===== src/rtl/interval_integrator_pkg.sv =====
// Shared constants, note/interval types and FSM encoding for the melody
// interval integrator and its testbench.
package interval_integrator_pkg;

  localparam int DEF_NOTES  = 16;
  localparam int DEF_NOTE_W = 6;
  localparam int DEF_INT_W  = 8;
  localparam int DEF_IDX_W  = 4;

  typedef logic signed [DEF_NOTE_W-1:0] note_t;
  typedef logic signed [DEF_INT_W-1:0]  interval_t;

  typedef enum logic {
    IDLE = 1'b0,
    RUN  = 1'b1
  } state_e;

endpackage


===== src/rtl/interval_integrator_sat_add.sv =====
// Combinational saturating signed adder: result = clamp(a + b) to the signed
// OUT_W range, with sat flagging any clamp.
module sat_add_signed #(
  parameter int A_W   = 6,
  parameter int B_W   = 8,
  parameter int OUT_W = 6
) (
  input  logic [A_W-1:0]   a,
  input  logic [B_W-1:0]   b,
  output logic [OUT_W-1:0] result,
  output logic             sat
);

  localparam int SUM_W  = ((A_W > B_W) ? A_W : B_W) + 1;
  // Wide enough for the exact sum and for both clamp limits.
  localparam int CALC_W = (SUM_W > OUT_W) ? SUM_W : OUT_W + 1;

  localparam logic signed [CALC_W-1:0] MAX_V =
    {{(CALC_W-OUT_W+1){1'b0}}, {(OUT_W-1){1'b1}}};
  localparam logic signed [CALC_W-1:0] MIN_V =
    {{(CALC_W-OUT_W+1){1'b1}}, {(OUT_W-1){1'b0}}};

  logic signed [CALC_W-1:0] a_ext;
  logic signed [CALC_W-1:0] b_ext;
  logic signed [CALC_W-1:0] sum;

  assign a_ext = {{(CALC_W-A_W){a[A_W-1]}}, a};
  assign b_ext = {{(CALC_W-B_W){b[B_W-1]}}, b};
  assign sum   = a_ext + b_ext;

  // NOTE: every output gets a default first so no path leaves it unassigned,
  // which would otherwise infer a latch.
  always_comb begin
    result = sum[OUT_W-1:0];
    sat    = 1'b0;
    if (sum > MAX_V) begin
      result = MAX_V[OUT_W-1:0];
      sat    = 1'b1;
    end else if (sum < MIN_V) begin
      result = MIN_V[OUT_W-1:0];
      sat    = 1'b1;
    end
  end

endmodule


===== src/rtl/interval_integrator.sv =====
// Rebuilds a melody phrase from a seed note and a stream of signed intervals,
// emitting the saturated running sum as one note per accepted interval.
module interval_integrator
  import interval_integrator_pkg::*;
#(
  parameter int NOTES  = DEF_NOTES,
  parameter int NOTE_W = DEF_NOTE_W,
  parameter int INT_W  = DEF_INT_W,
  parameter int IDX_W  = DEF_IDX_W
) (
  input  logic              clk,
  input  logic              reset,
  input  logic              start_valid,
  input  logic [NOTE_W-1:0] start_note,
  output logic              start_ready,
  input  logic              int_valid,
  input  logic [INT_W-1:0]  int_data,
  output logic              int_ready,
  output logic              note_valid,
  output logic [NOTE_W-1:0] note_data,
  output logic [IDX_W-1:0]  note_idx,
  input  logic              note_ready,
  output logic              phrase_done,
  output logic              sat_flag
);

  localparam logic [IDX_W:0]   NOTES_C  = (IDX_W+1)'(NOTES);
  localparam logic [IDX_W-1:0] LAST_IDX = IDX_W'(NOTES - 1);

  state_e              state;
  state_e              state_next;
  logic [NOTE_W-1:0]   acc;
  // One bit wider than the index so it can reach NOTES and stop intake.
  logic [IDX_W:0]      count;
  logic [NOTE_W-1:0]   sum_clamped;
  logic                sum_sat;
  logic                int_hs;
  logic                note_hs;

  assign int_hs  = int_valid && int_ready;
  assign note_hs = note_valid && note_ready;

  sat_add_signed #(
    .A_W   (NOTE_W),
    .B_W   (INT_W),
    .OUT_W (NOTE_W)
  ) u_sat_add (
    .a      (acc),
    .b      (int_data),
    .result (sum_clamped),
    .sat    (sum_sat)
  );

  // NOTE: sequential state uses non-blocking assignments so every register
  // samples pre-edge values regardless of statement order.
  always_ff @(posedge clk) begin
    if (reset) state <= IDLE;
    else       state <= state_next;
  end

  always_comb begin
    state_next  = state;
    start_ready = 1'b0;
    int_ready   = 1'b0;
    case (state)
      IDLE: begin
        start_ready = 1'b1;
        if (start_valid) state_next = RUN;
      end
      RUN: begin
        // A stalled note blocks intake so it is never overwritten.
        int_ready = (count < NOTES_C) && (!note_valid || note_ready);
        if (note_hs && (note_idx == LAST_IDX)) state_next = IDLE;
      end
      default: state_next = IDLE;
    endcase
  end

  always_ff @(posedge clk) begin
    if (reset) begin
      acc         <= '0;
      note_data   <= '0;
      note_idx    <= '0;
      note_valid  <= 1'b0;
      count       <= '0;
      sat_flag    <= 1'b0;
      phrase_done <= 1'b0;
    end else begin
      phrase_done <= 1'b0;
      if (state == IDLE) begin
        if (start_valid) begin
          acc        <= start_note;
          note_data  <= start_note;
          note_idx   <= '0;
          note_valid <= 1'b1;
          count      <= (IDX_W+1)'(1);
          sat_flag   <= 1'b0;
        end
      end else if (int_hs) begin
        // The clamped value is carried forward, not the ideal sum.
        acc        <= sum_clamped;
        note_data  <= sum_clamped;
        note_idx   <= count[IDX_W-1:0];
        note_valid <= 1'b1;
        count      <= count + (IDX_W+1)'(1);
        if (sum_sat) sat_flag <= 1'b1;
      end else if (note_hs) begin
        note_valid <= 1'b0;
        if (note_idx == LAST_IDX) phrase_done <= 1'b1;
      end
    end
  end

endmodule


===== config.mk =====
export PLATFORM = sky130hd
export DESIGN_NAME = interval_integrator
export DESIGN_NICKNAME = d
export VERILOG_FILES = /design/src/rtl/interval_integrator_pkg.sv /design/src/rtl/interval_integrator_sat_add.sv /design/src/rtl/interval_integrator.sv
export SDC_FILE = /design/constraint.sdc
export NUM_CORES = 1
export LEC_CHECK = 0
export BUFFER_PORTS_ARGS = -buffer_cell sky130_fd_sc_hd__clkbuf_2
export CAP_MARGIN = 10
export CORE_MARGIN = 10
export CORE_UTILIZATION = 56
export CTS_CLUSTER_SIZE = 14
export DETAILED_ROUTE_END_ITERATION = 12
export PLACE_DENSITY = 0.84
export REMOVE_ABC_BUFFERS = 1
export SLEW_MARGIN = 10
export SYNTH_ARGS = -nofsm -noshare
export SYNTH_HDL_FRONTEND = slang
export SYNTH_HIERARCHICAL = 1
export SYNTH_SLANG_ARGS = --single-unit

===== constraint.sdc =====
create_clock -name clk -period 4.56 [get_ports clk]
set_clock_uncertainty 0.2 [all_clocks]
set_input_delay 0.684 -clock clk [delete_from_list [all_inputs] [get_ports clk]]
set_output_delay 0.684 -clock clk [all_outputs]
set_load 0.05 [all_outputs]

==> run_results.csv <==
group,metric,value,unit
status,result_of_the_run,"completed",
clock_tree,numCtsBuffers,3,
clock_tree,clkSlewWorstSetupHoldPaths,0.11,ns
place,detailedPlace.worstSlack,1.43,ns
floorplanning,num_rows,17,
power,leakage_power_total,0.646,nW
timing,worst_max_slew_pin_slew,0.912,ns
timing,setup_violations,0,
timing,finalWorstSetupSlack,1.69,ns
detailed_routing,met3RoutedLength,200,um
timing,finalHoldViolCount,0,
synthesis,synth.top_cells.by_count,"sky130_fd_sc_hd__dfxtp_1 (19), sky130_fd_sc_hd__a21oi_1 (10), sky130_fd_sc_hd__ha_1 (9), sky130_fd_sc_hd__inv_1 (9)",
finish,final_net_count,206,
detailed_routing,first_iter_violations,88,
floorplanning,floorplan.io_pins,34,
synthesis,synth-seq-area-share,28.9,%
global_routing,antenna_found_initial,0,
critical_path,slowest_stage,"sky130_fd_sc_hd__fa_1",
timing,fin_crit,2.87,ns
synthesis,post_synth_instance_area,1320,um^2
finish,layout-drive-gt1-share,25.0,%
synthesis,netlist.area_leader.share,28.9,%
detailed_routing,number_of_nets_with_antenna_violations_after_routing,0,
global_routing,grt_remaining_overflow,0,
synthesis,synth.yosys.warnings,6,
timing,drv_slew,0,
detailed_routing,via_count,1285,
detailed_routing,routed_len_inst,17.2,um
synthesis,yosys-top-cells-area,"sky130_fd_sc_hd__dfxtp_1 (29%), sky130_fd_sc_hd__ha_1 (8.6%), sky130_fd_sc_hd__mux2i_1 (6.1%)",
detailed_routing,finalWirelength,3.50,mm
flow_run,max_cap_viol_count,0,
global_routing,pin_count_of_the_biggest_net_entering_global_routing,19,
floorplanning,die_footprint,4690,um^2
synthesis,postSynthAreaPerCell,8.83,um^2
synthesis,synthArstFlopShare,0,%
critical_path,worst_path_largest_cell_delay,0.41,ns
timing,final.setup.tns,0,ns
clock_tree,clock_tree.htree_level_count,1,
clock_tree,clock-sinks,19,
synthesis,synth_edf_count,0,
detailed_routing,drc_errors,0,
finish,multi_input_area,861,um^2
global_routing,grtUsageTotal,15.4,%
critical_path,critPathCaptureType,"flop",
critical_path,path_cells,"clkbuf_2 -> ha_1 -> fa_1 -> a21o_1 -> a221oi_2 -> xnor2_1 -> a31oi_2 -> o21ai_0 -> mux2i_1 -> a211oi_1",
timing,slew-limit-headroom,39.1,%
place,dpl.hpwl,2.66,mm
synthesis,post-synth-top-count-cell,"sky130_fd_sc_hd__dfxtp_1",
floorplanning,die_y,68.5,um
synthesis,yosys.cell_types.count,42,
critical_path,setup.worst_path.start_class,"primary input",
critical_path,setup.worst_path.class,"in -> reg",
finish,layout.filler_cells,191,
floorplanning,coreArea,2230,um^2
critical_path,path_max_fanout,5,
clock_tree,cts_tree,"built",
timing,grt_setup_unrepaired,"no",
detailed_routing,dr.pass1.iters,4,
timing,max_frequency,349,MHz
critical_path,crit_arrival,2.88,ns
power,power.density,314,nW/um^2
detailed_routing,dr.max_layer_used,"met4",
place,finalWeightedCongestion,0.885,
synthesis,syn_inst,149,
synthesis,synth_top_flop_cell,"sky130_fd_sc_hd__dfxtp_1",
clock_tree,clkLatencyLatePin,0.30,ns
clock_tree,cts.repair_timing.setup_buffer_count,0,
place,numPortBuffers,33,
critical_path,timing.critical_path.buf_inv,1,
timing,fin_worst_hold_slack,0.283,ns
critical_path,worst_path_dominant_cell_family,"compound AO/OA/AOI/OAI gates",
floorplanning,dieWidth,68.5,um
clock_tree,cts.path.max_buffers,2,
min_path,hold_path_class,"reg -> reg",
finish,antenna_cells,0,
clock_tree,hold_buffers,0,
synthesis,ys_seq_elements,19,
global_routing,first_global_vias,1283,
clock_tree,root_buffer,"sky130_fd_sc_hd__clkbuf_4",
detailed_routing,via_per_inst,6.30,
finish,syn2layout_area_growth,14.2,%
detailed_routing,wl_met1,1.51,mm
synthesis,post-synth-top-area-cell,"sky130_fd_sc_hd__dfxtp_1",
timing,post-route-period-util,62.8,%
global_routing,grt_first_pass_wirelength,5.78,mm
floorplanning,starting_density_of_the_core,58.9,%
clock_tree,cts_resized,0,
critical_path,critical_path_data_required_time,4.57,ns
detailed_routing,met2WireLength,1.77,mm
power,maximum_vdd_drop,229,uV
finish,layout.area.seq,380,um^2
## worst min-delay path, cell delays in order (launching register included)
cell and delay, ns:
sky130_fd_sc_hd__dfxtp_1 0.33, sky130_fd_sc_hd__nand2_1 0.06, sky130_fd_sc_hd__a21oi_1 0.05
## cell families (layout without fill, tap and decap cells)
family / count (synthesis) / in the layout / synth area share [%]
flops: 19 / 19 / 28.9
compound gates: 52 / 52 / 29.7
buf+inv: 19 / 46 / 5.70
fa+ha+maj: 10 / 10 / 10.1
simple gates: 35 / 35 / 15.6
mux: 8 / 8 / 6.08
xor+xnor: 6 / 6 / 3.99
## report_power, final
| part | total (mW) | switching (mW) | internal (mW) |
|---|---|---|---|
| registers | 0.188 | 0.0126 | 0.176 |
| logic | 0.198 | 0.127 | 0.0704 |
| clock network | 0.0853 | 0.0527 | 0.0327 |
| total | 0.471 | 0.193 | 0.279 |
## layer usage
| metal | global-route usage (%) | up-vias |
|---|---|---|
| li1 | - | 635 |
| met4 | 5.53 | 0 |
| met5 | 0 | - |
| met3 | 2.77 | 4 |
| met2 | 26.6 | 37 |
| met1 | 18.6 | 609 |
## path summary, 6_finish.rpt
check / start / end / slack, ns / cells past startpoint
setup / recovery: int_data[0] / acc[0] / 1.69 / 10
hold / removal: sat_flag / sat_flag / 0.28 / 2
setup reg to reg: acc[0] / acc[0] / 1.79 / 9
hold reg to reg: sat_flag / sat_flag / 0.28 / 2
## state kept, by name, indices dropped and copies added (netlist names)
name         cells
phrase_done      1
count            5
note_idx         4
state            1
note_valid       1
acc              6
sat_flag         1
## per-stage QoR
| stage | cells | util [%] | area [um^2] | power (mW) |
|---|---|---|---|---|
| after floorplan | 139 | - | 1270 | 0.338 |
| after global placement | 200 | 66.1 | 1480 | 0.380 |
| after detailed placement | 200 | 66.1 | 1480 | 0.386 |
| after CTS | 204 | 67.3 | 1500 | 0.471 |
| after global routing | 204 | 67.3 | 1500 | 0.505 |
| final | 204 | 67.3 | 1500 | 0.471 |
## cell usage in the layout (no fill, tap or decap), drive strengths merged, types with 3 or more instances in the layout
| cell | netlist | final |
|---|---|---|
| dfxtp | 19 | 19 |
| a21oi | 11 | 11 |
| nand2 | 3 | 3 |
| a311oi | 7 | 7 |
| nor2 | 3 | 3 |
| xnor2 | 4 | 4 |
| a211oi | 7 | 7 |
| nand2b | 4 | 4 |
| mux2i | 8 | 8 |
| o21ai | 8 | 8 |
| a31oi | 3 | 3 |
| clkbuf | 7 | 36 |
| ha | 9 | 9 |
| nand4 | 8 | 8 |
| o311ai | 4 | 4 |
| inv | 9 | 9 |
| nor2b | 4 | 4 |
| nand3 | 4 | 4 |
## final cells by class
class | count | share of cell area (%)
clock buffers | 3 | 1.50
clock inverters | 1 | 0.333
inverters | 9 | 2.25
multi-input cells | 111 | 57.3
flip-flops and latches | 19 | 25.3
well taps | 28 | 2.33
repair buffers | 33 | 11.0
Note: power is estimated with default switching activity, not from simulation.
